===== src/rtl/reg_pkg.sv =====
// Shared register-bus types for reg_file_responder and its byte-merge helper.
// Request/response structs plus the responder state encoding.
package reg_pkg;

  localparam int AddrWidth = 32;
  localparam int DataWidth = 32;
  localparam int StrbWidth = DataWidth / 8;
  localparam int RegIdxLsb = 2;

  typedef logic [AddrWidth-1:0] addr_t;
  typedef logic [DataWidth-1:0] data_t;
  typedef logic [StrbWidth-1:0] strb_t;

  typedef struct packed {
    addr_t addr;
    logic  write;
    data_t wdata;
    strb_t wstrb;
    logic  valid;
  } reg_req_t;

  typedef struct packed {
    data_t rdata;
    logic  error;
    logic  ready;
  } reg_rsp_t;

  typedef enum logic [1:0] {
    IDLE = 2'd0,
    WAIT = 2'd1,
    RESP = 2'd2
  } reg_resp_state_e;

  // Expands a byte strobe into a per-bit data mask.
  function automatic data_t strb_to_mask(input strb_t strb);
    data_t mask;
    for (int b = 0; b < StrbWidth; b++) begin
      mask[b*8 +: 8] = {8{strb[b]}};
    end
    return mask;
  endfunction

endpackage


===== src/rtl/reg_strb_merge.sv =====
// Next-value computation for one register: hardware load of the full word,
// overlaid by the strobed bytes of a committing bus write.
module reg_strb_merge
  import reg_pkg::*;
(
  input  data_t i_q,
  input  logic  i_bus_we,
  input  data_t i_bus_wdata,
  input  strb_t i_bus_strb,
  input  logic  i_hw_we,
  input  data_t i_hw_wdata,
  output data_t o_d
);

  data_t w_base;
  data_t w_mask;

  // Bus bytes win over hardware bytes, which win over the held value.
  always_comb begin
    w_base = i_hw_we  ? i_hw_wdata : i_q;
    w_mask = i_bus_we ? strb_to_mask(i_bus_strb) : {DataWidth{1'b0}};
    o_d    = (i_bus_wdata & w_mask) | (w_base & ~w_mask);
  end

endmodule


===== src/rtl/reg_file_responder.sv =====
// Register-bus responder: a bank of NumRegs 32-bit registers with byte-strobed
// bus writes, hardware load ports and a configurable number of wait states.
module reg_file_responder
  import reg_pkg::*;
#(
  parameter int    NumRegs    = 16,
  parameter int    Latency    = 1,
  parameter data_t ResetValue = '0
) (
  input  logic                      clk_i,
  input  logic                      rst_i,
  input  reg_req_t                  reg_req_i,
  output reg_rsp_t                  reg_rsp_o,
  output data_t [NumRegs-1:0]       reg_q_o,
  output logic  [NumRegs-1:0]       sw_wr_o,
  input  logic  [NumRegs-1:0]       hw_we_i,
  input  data_t [NumRegs-1:0]       hw_wdata_i
);

  localparam int IdxWidth = AddrWidth - RegIdxLsb;
  typedef logic [IdxWidth-1:0] idx_t;

  localparam idx_t       NumRegsIdx = idx_t'(NumRegs);
  localparam logic [3:0] LatCnt     = (Latency > 0) ? 4'(Latency - 1) : 4'd0;
  localparam data_t      DataZero   = {DataWidth{1'b0}};

  reg_resp_state_e r_state;
  logic [3:0]      r_cnt;
  logic            r_from_resp;
  addr_t           r_addr;
  logic            r_write;
  data_t           r_wdata;
  strb_t           r_wstrb;

  data_t [NumRegs-1:0] r_q;
  logic  [NumRegs-1:0] r_sw_wr;

  addr_t               w_addr;
  logic                w_write;
  data_t               w_wdata;
  strb_t               w_wstrb;
  logic                w_ready;
  idx_t                w_idx;
  logic                w_err;
  logic                w_commit;
  data_t               w_rdata_sel;
  logic  [NumRegs-1:0] w_bus_we;
  data_t [NumRegs-1:0] w_q_next;

  // With zero latency the live request is decoded; otherwise the captured copy.
  always_comb begin
    if (Latency == 0) begin
      w_addr  = reg_req_i.addr;
      w_write = reg_req_i.write;
      w_wdata = reg_req_i.wdata;
      w_wstrb = reg_req_i.wstrb;
      w_ready = reg_req_i.valid & ~rst_i;
    end else begin
      w_addr  = r_addr;
      w_write = r_write;
      w_wdata = r_wdata;
      w_wstrb = r_wstrb;
      w_ready = (r_state == RESP) & ~rst_i;
    end
  end

  // Address decode, commit qualification and read mux.
  always_comb begin
    w_idx       = w_addr[AddrWidth-1:RegIdxLsb];
    w_err       = (w_addr[RegIdxLsb-1:0] != 2'b00) | (w_idx >= NumRegsIdx);
    w_commit    = w_ready & w_write & ~w_err & (|w_wstrb);
    w_rdata_sel = DataZero;
    for (int i = 0; i < NumRegs; i++) begin
      w_bus_we[i] = w_commit & (w_idx == idx_t'(i));
      w_rdata_sel = w_rdata_sel | ((w_idx == idx_t'(i)) ? r_q[i] : DataZero);
    end
  end

  // Response is zero everywhere except in the ready cycle.
  always_comb begin
    reg_rsp_o.ready = w_ready;
    reg_rsp_o.error = w_ready & w_err;
    reg_rsp_o.rdata = (w_ready & ~w_err) ? w_rdata_sel : DataZero;
  end

  for (genvar g = 0; g < NumRegs; g++) begin : g_reg
    reg_strb_merge u_merge (
      .i_q        (r_q[g]),
      .i_bus_we   (w_bus_we[g]),
      .i_bus_wdata(w_wdata),
      .i_bus_strb (w_wstrb),
      .i_hw_we    (hw_we_i[g]),
      .i_hw_wdata (hw_wdata_i[g]),
      .o_d        (w_q_next[g])
    );
  end

  // Register bank and write-notification pulses.
  always_ff @(posedge clk_i) begin
    if (rst_i) begin
      r_q     <= {NumRegs{ResetValue}};
      r_sw_wr <= {NumRegs{1'b0}};
    end else begin
      r_q     <= w_q_next;
      r_sw_wr <= w_bus_we;
    end
  end

  // Wait-state FSM; r_from_resp blocks acceptance in the cycle after RESP.
  always_ff @(posedge clk_i) begin
    if (rst_i) begin
      r_state     <= IDLE;
      r_cnt       <= 4'd0;
      r_from_resp <= 1'b0;
      r_addr      <= {AddrWidth{1'b0}};
      r_write     <= 1'b0;
      r_wdata     <= DataZero;
      r_wstrb     <= {StrbWidth{1'b0}};
    end else begin
      case (r_state)
        IDLE: begin
          r_from_resp <= 1'b0;
          if ((Latency != 0) && reg_req_i.valid && !r_from_resp) begin
            r_addr  <= reg_req_i.addr;
            r_write <= reg_req_i.write;
            r_wdata <= reg_req_i.wdata;
            r_wstrb <= reg_req_i.wstrb;
            r_cnt   <= LatCnt;
            r_state <= (Latency == 1) ? RESP : WAIT;
          end
        end
        WAIT: begin
          if (!reg_req_i.valid) begin
            r_state <= IDLE;
            r_cnt   <= 4'd0;
          end else begin
            // The counter reaches zero on this edge, so the next cycle responds.
            r_cnt <= r_cnt - 4'd1;
            if (r_cnt == 4'd1) begin
              r_state <= RESP;
            end
          end
        end
        RESP: begin
          r_state     <= IDLE;
          r_from_resp <= 1'b1;
        end
        default: begin
          r_state     <= IDLE;
          r_cnt       <= 4'd0;
          r_from_resp <= 1'b0;
        end
      endcase
    end
  end

  assign reg_q_o = r_q;
  assign sw_wr_o = r_sw_wr;

endmodule


===== config.mk =====
export PLATFORM = sky130hd
export DESIGN_NAME = reg_file_responder
export DESIGN_NICKNAME = d
export VERILOG_FILES = /design/src/rtl/reg_pkg.sv /design/src/rtl/reg_strb_merge.sv /design/src/rtl/reg_file_responder.sv
export SDC_FILE = /design/constraint.sdc
export NUM_CORES = 1
export LEC_CHECK = 0
export BUFFER_PORTS_ARGS = -buffer_cell sky130_fd_sc_hd__buf_2
export CAP_MARGIN = 10
export CORE_AREA = 8 8 443 445
export DETAILED_ROUTE_END_ITERATION = 10
export DIE_AREA = 0 0 451 453
export GPL_TIMING_DRIVEN = 0
export PLACE_DENSITY_LB_ADDON = 0.3
export SYNTH_ARGS = -nofsm -noshare
export SYNTH_HDL_FRONTEND = slang
export SYNTH_SLANG_ARGS = --single-unit

===== constraint.sdc =====
create_clock -name clk_i -period 3.28 [get_ports clk_i]
set_clock_uncertainty 0.1 [all_clocks]
set_input_delay 0.656 -clock clk_i [delete_from_list [all_inputs] [get_ports clk_i]]
set_output_delay 0.656 -clock clk_i [all_outputs]
set_load 0.1 [all_outputs]

## After elaboration in Yosys (flattened, before gate mapping)

Index checks and enable logic that the tools add are counted.

- Register bits: 604
- Input port bits: 600
- Output and inout port bits: 562
- Word-level logic and storage cells: 217

- $add $sub $neg: 1
- Order comparisons: 1
- Eq/ne operators: 20
- Mux-type cells: 57
- Bitwise gates (word level): 105
- Reduce and logical (&&, ||, !) cells: 9

Operators with widths:

| kind | count |
|---|---|
| $mux W32 | 49 |
| $and A32 B32 Y32 | 32 |
| $or A32 B32 Y32 | 31 |
| $not A32 Y32 | 16 |
| $eq A30 B4 Y1 const B | 8 |
| $eq A30 B3 Y1 const B | 4 |
| $eq A30 B2 Y1 const B | 2 |
| $eq A30 B1 Y1 const B | 1 |
| $ge A30 B5 Y1 const B | 1 |
| $logic_not A30 Y1 | 1 |
| $and A1 B1 Y1 | 22 |
| $pmux W4 S3 | 1 |
| $mux W4 | 2 |
| $mux W2 | 3 |
| $reduce_and A2 Y1 | 3 |
| $eq A4 B1 Y1 const B | 1 |
| $pmux W2 S2 | 1 |
| $reduce_or A4 Y1 | 1 |
| $sub A4 B1 Y4 const B | 1 |
| $ne A3 B3 Y1 const B | 1 |
| $not A1 Y1 | 3 |
| $eq A2 B1 Y1 const B | 1 |
| $eq A2 B2 Y1 const B | 1 |
| $logic_not A2 Y1 | 1 |
| 6 further kinds | 6 |

## Depth between registers and ports, before layout

- Depth in word-level cells: 18
- Mapped depth: 10
- Mapped depth without buffers: 6

## Hierarchy

Synthesis repeated with hierarchy kept, for this count alone.

- Cells, all modules: 3993
- Area total of the unflattened synthesis: 35177.5 um^2

By module, submodules not included:

| module | instances | cells each | area an instance (um^2) | sequential area each (um^2) |
|---|---|---|---|---|
| reg_file_responder | 1 | 2137 | 21504.4 | 11991.5 |
| reg_strb_merge | 16 | 116 | 854.6 | 0.0 |

## Worst setup path after synthesis

OpenSTA, ideal clock, no wires.

- Kind: register -> output
- From: register r_addr[13]
- To: output reg_rsp_o[11] (netlist name)
- Arrival time: 3.788 ns
- Data required time: 2.524 ns
- Slack: -1.264 ns
- Stages on the path, launching flop included: 10
- Path buffers: 3
- Cells stage by stage: dfxtp_1 nor4_2 nand3_2 buf_4 or2_2 clkbuf_1 buf_1 nor2_1 a311oi_1 a31oi_1

RTL lines:

| element | RTL line | text |
|---|---|---|
| from (decl) | reg_file_responder.sv:30 | `addr_t r_addr;` |
| from (signal assigned) | reg_file_responder.sv:115 | `r_addr <= {AddrWidth{1'b0}};` |
| from (signal assigned) | reg_file_responder.sv:124 | `r_addr <= reg_req_i.addr;` |
| to (decl) | reg_file_responder.sv:13 | `output reg_rsp_t reg_rsp_o,` |

==> impl_metrics.prom <==
# TYPE chip_impl_metric gauge
chip_impl_metric{name="worst_ep_arrival_time",unit="ns"} 3.72
chip_impl_metric{name="timing.hold.ws",unit="ns"} 0.0531
chip_impl_metric{name="groute.usage.overall",unit="%"} 31.2
chip_impl_metric{name="critPathRequiredTime",unit="ns"} 2.52
chip_impl_info{name="violations",value="negative setup slack"} 1
chip_impl_metric{name="worst_ir_drop_vdd",unit="uV"} 297
chip_impl_metric{name="die_width",unit="um"} 451
chip_impl_metric{name="final_layout_size_suffix_gt1_share",unit="%"} 41.8
chip_impl_info{name="worst_path_max_delay_cell",value="a222oi_1"} 1
chip_impl_metric{name="setup_violations",unit=""} 34
chip_impl_metric{name="hold_viol",unit=""} 0
chip_impl_metric{name="finalWirelength",unit="mm"} 337
chip_impl_metric{name="grt_start_max_net_pins",unit=""} 12
chip_impl_metric{name="setup_total_negative_slack",unit="ns"} -30.23
chip_impl_info{name="unrepaired_setup_endpoints_after_global_routing",value="yes"} 1
chip_impl_metric{name="total_power_after_layout",unit="mW"} 25.3
chip_impl_metric{name="postSynthRegisterBits",unit=""} 599
chip_impl_metric{name="utilization",unit="%"} 25.5
chip_impl_metric{name="ff2ff_path_depth",unit=""} 11
chip_impl_info{name="timing.critical_path.cells",value="nor4_4 > buf_6 > buf_12 > and2_4 > clkbuf_16 > buf_6 > a222oi_1 > o22ai_1 > o311a_2 > buf_12"} 1
chip_impl_metric{name="critPathBufInv",unit=""} 5
chip_impl_metric{name="seqCellArea",unit="sq mm"} 0.0120
chip_impl_metric{name="initialDrtViolationCount",unit=""} 3914
chip_impl_info{name="worst_setup_path_end_kind",value="output pin"} 1
chip_impl_metric{name="critical_path_peak_fanout",unit=""} 7
chip_impl_metric{name="numPlacedInstances",unit=""} 7014
chip_impl_metric{name="achievable-frequency",unit="MHz"} 224
chip_impl_metric{name="static-leakage-power",unit="nW"} 21.5
chip_impl_metric{name="syn-num-nets",unit=""} 3937
chip_impl_metric{name="clkSinkCount",unit=""} 599
chip_impl_metric{name="finalWorstSetupSlack",unit="ns"} -1.19
chip_impl_metric{name="fillerInstances",unit=""} 20600
chip_impl_metric{name="areaGrowthSynthToFinish",unit="%"} 62.9
chip_impl_metric{name="routed-via-count",unit=""} 37500
chip_impl_metric{name="globalRoute.totalOverflow",unit=""} 0
chip_impl_metric{name="number_of_flops_mapped_to_enable_cells_by_yosys",unit=""} 0
chip_impl_metric{name="timing.final.crit_share",unit="%"} 136
chip_impl_metric{name="worstSkewPairLatency",unit="ns"} 0.74
chip_impl_info{name="worst_setup_path_start_kind",value="register"} 1
chip_impl_info{name="tritoncts_clock_tree",value="built"} 1
chip_impl_metric{name="die_area",unit="sq mm"} 0.204
chip_impl_metric{name="multi_input_comb_area",unit="sq mm"} 0.0185
chip_impl_info{name="layout_commonest_cell",value="buf_2"} 1
chip_impl_metric{name="number_of_nets_in_the_finished_design",unit=""} 5423
chip_impl_metric{name="cpPeakStageDelay",unit="ns"} 0.90
chip_impl_metric{name="seq_area_frac_synth",unit="%"} 40.5
chip_impl_metric{name="postSynthAreaPerCell",unit="sq um"} 8.88
chip_impl_metric{name="tritoncts.num_buffers",unit=""} 80
chip_impl_metric{name="detailedPlacementHpwl",unit="mm"} 281
chip_impl_info{name="worst_path_dominant_cell_family",value="compound AO/OA/AOI/OAI gates"} 1
chip_impl_metric{name="mappedNetlistArea",unit="sq mm"} 0.0296
chip_impl_metric{name="ctsLongestPathBuffers",unit=""} 3
chip_impl_info{name="cts_root_buf",value="clkbuf_16"} 1
chip_impl_metric{name="timing.max_slew.rel_slack",unit="%"} 6.85
chip_impl_metric{name="antenna_violations_before_repair",unit=""} 69
chip_impl_metric{name="yosys.cell_types.count",unit=""} 51
chip_impl_metric{name="whs_path_depth",unit=""} 3
chip_impl_info{name="run_status",value="finished with violations"} 1
chip_impl_metric{name="post_layout_nonfiller_instances",unit=""} 7437
chip_impl_info{name="min_delay_worst_endpoint",value="r_addr[15]"} 1
chip_impl_metric{name="ant_nets",unit=""} 0
chip_impl_info{name="final_cell_mix",value="1,145 x buf_2, 586 x dfxtp_1, 525 x nor2_1, 521 x mux2i_1, 512 x a211oi_1"} 1
chip_impl_metric{name="ys_warn_count",unit=""} 0
chip_impl_info{name="worst_r2r_startpoint",value="r_addr[15]"} 1
chip_impl_metric{name="start_util",unit="%"} 15.7
chip_impl_metric{name="io_buffer_count",unit=""} 1144
chip_impl_metric{name="fp.coreArea",unit="sq mm"} 0.189
chip_impl_metric{name="maxCapViolations",unit=""} 0
chip_impl_metric{name="postSynthCellCount",unit=""} 3337
chip_impl_info{name="hp-start",value="reg_req_i[53]"} 1
chip_impl_metric{name="synth_async_sr_flop_share",unit="%"} 0
chip_impl_metric{name="power_per_cell_area",unit="mW/mm^2"} 524
chip_impl_metric{name="via_count_of_the_first_global_routing_pass",unit=""} 36400
chip_impl_metric{name="regToRegSetupSlack",unit="ns"} 0
chip_impl_metric{name="grt_first_pass_wirelength",unit="mm"} 415
chip_impl_metric{name="h-tree-depth",unit=""} 3
chip_impl_info{name="timing_worst_setup_path_type",value="reg -> out"} 1
chip_impl_metric{name="pins_over_slew_limit",unit=""} 0
chip_impl_metric{name="std_cell_rows",unit=""} 160
chip_impl_metric{name="gp_congestion",unit=""} 0.942
chip_impl_metric{name="avgViaCountPerCell",unit=""} 5.04
chip_impl_info{name="synth_top_flop_cell",value="dfxtp_1"} 1
chip_impl_metric{name="routedWlPerCell",unit="um"} 45.3
chip_impl_metric{name="timing.final.crit_period",unit="ns"} 4.47
chip_impl_metric{name="design.portCount",unit=""} 1162
chip_impl_metric{name="drt-pass1-iter-count",unit=""} 8
chip_impl_metric{name="max_slew.worst_pin.slew",unit="ns"} 1.40
chip_impl_metric{name="route.detailed.drc",unit=""} 0
chip_impl_info{name="hold_path_class",value="in -> reg"} 1
chip_impl_metric{name="clk_pin_slew_worst_setup_hold_paths",unit="ns"} 0.06
chip_impl_metric{name="die_height",unit="um"} 453
## Yosys cell counts, types with 2 or more instances
cell	n	area (sq um)
a211oi_1	512	3840
a21oi_1	99	495
a221oi_1	16	140
a222oi_1	28	280
a22o_1	36	315
a22oi_1	92	691
a311oi_1	14	123
a31oi_1	26	163
a32o_1	3	30.0
a32oi_1	3	26.3
and2_0	2	12.5
and2_1	3	18.8
and3_1	10	62.6
buf_1	22	82.6
buf_2	39	195
buf_4	4	30.0
clkbuf_1	298	1120
dfxtp_1	599	12000
inv_1	3	11.3
mux2_2	31	349
mux2i_1	527	5280
mux4_2	6	135
nand2_1	217	815
nand3_1	41	205
nand3_2	3	30.0
nand4_1	9	56.3
nor2_1	549	2060
nor2b_1	8	50.1
nor3_1	36	180
nor3_2	15	150
nor4_1	8	50.1
nor4_4	6	128
o21ai_0	9	45.0
o22a_1	2	17.5
o22ai_1	36	225
o2bb2ai_1	4	35.0
o32ai_1	2	17.5
or2_2	4	25.0
or4_1	3	22.5
## timing repair
action / 4_1_cts / 5_1_grt
pin swaps: 119 / 81
gates cloned: 4 / 0
resized for setup: 630 / 143
setup buffers: 206 / 46
setup endpoints to repair: 562 / 206
hold buffers: 0 / 0
## report_power, final
part           leakage [nW]  internal, mW  switching [mW]
registers              4.95          7.71           0.879
logic                  15.2          1.85            5.70
clock network          1.30          5.26            3.90
## per-layer routing
metal,wire [um],global-route usage (%)
met1,129000,36.0
met2,161000,53.3
met3,23400,6.87
met4,23300,17.7
met5,283,0
## worst max path at each step
stage / from / depth (start not counted) / slack (ns) / endpoint
floorplan: r_addr[28] / 8 / -0.14 / reg_rsp_o[17]
global placement: r_addr[3] / 8 / -4.42 / reg_rsp_o[33]
detailed placement: r_addr[3] / 10 / -3.28 / reg_rsp_o[28]
CTS: r_addr[3] / 10 / -1.17 / reg_rsp_o[16]
global route: r_addr[6] / 14 / -1.12 / reg_rsp_o[6]
finish: r_addr[7] / 10 / -1.19 / reg_rsp_o[30]
## logic make-up after synthesis
family	count (synthesis)	share of synthesized area, %
muxes	564	19.4
AOI/OAI and AO/OA	888	21.9
buffers and inverters	366	4.85
and+or+nand+nor	920	13.3
DFF	599	40.5
## cell type report
cell class                      count  share of cell area, %
Multi-Input combinational cell   2372                   38.4
Antenna cell                       42                  0.218
Tap cell                         2511                   6.51
Clock buffer                      117                   4.90
Clock inverter                     26                  0.583
Sequential cell                   599                   24.9
Inverter                            3                 0.0233
Timing Repair Buffer             1418                   19.6
Buffer                            349                   4.90
## metrics by stage
| step | area (sq um) | setup WS [ns] |
|---|---|---|
| floorplan | 30500 | -0.137 |
| global placement | 39400 | -4.42 |
| detailed placement | 39800 | -3.28 |
| CTS | 47300 | -1.17 |
| global route | 48200 | -1.12 |
| finish | 48300 | -1.19 |
## worst min-delay path: stages
cell and delay, ns:
buf_2 0.10, nand2_1 0.05, a21oi_1 0.05
Power figures use the tool's default switching activity.
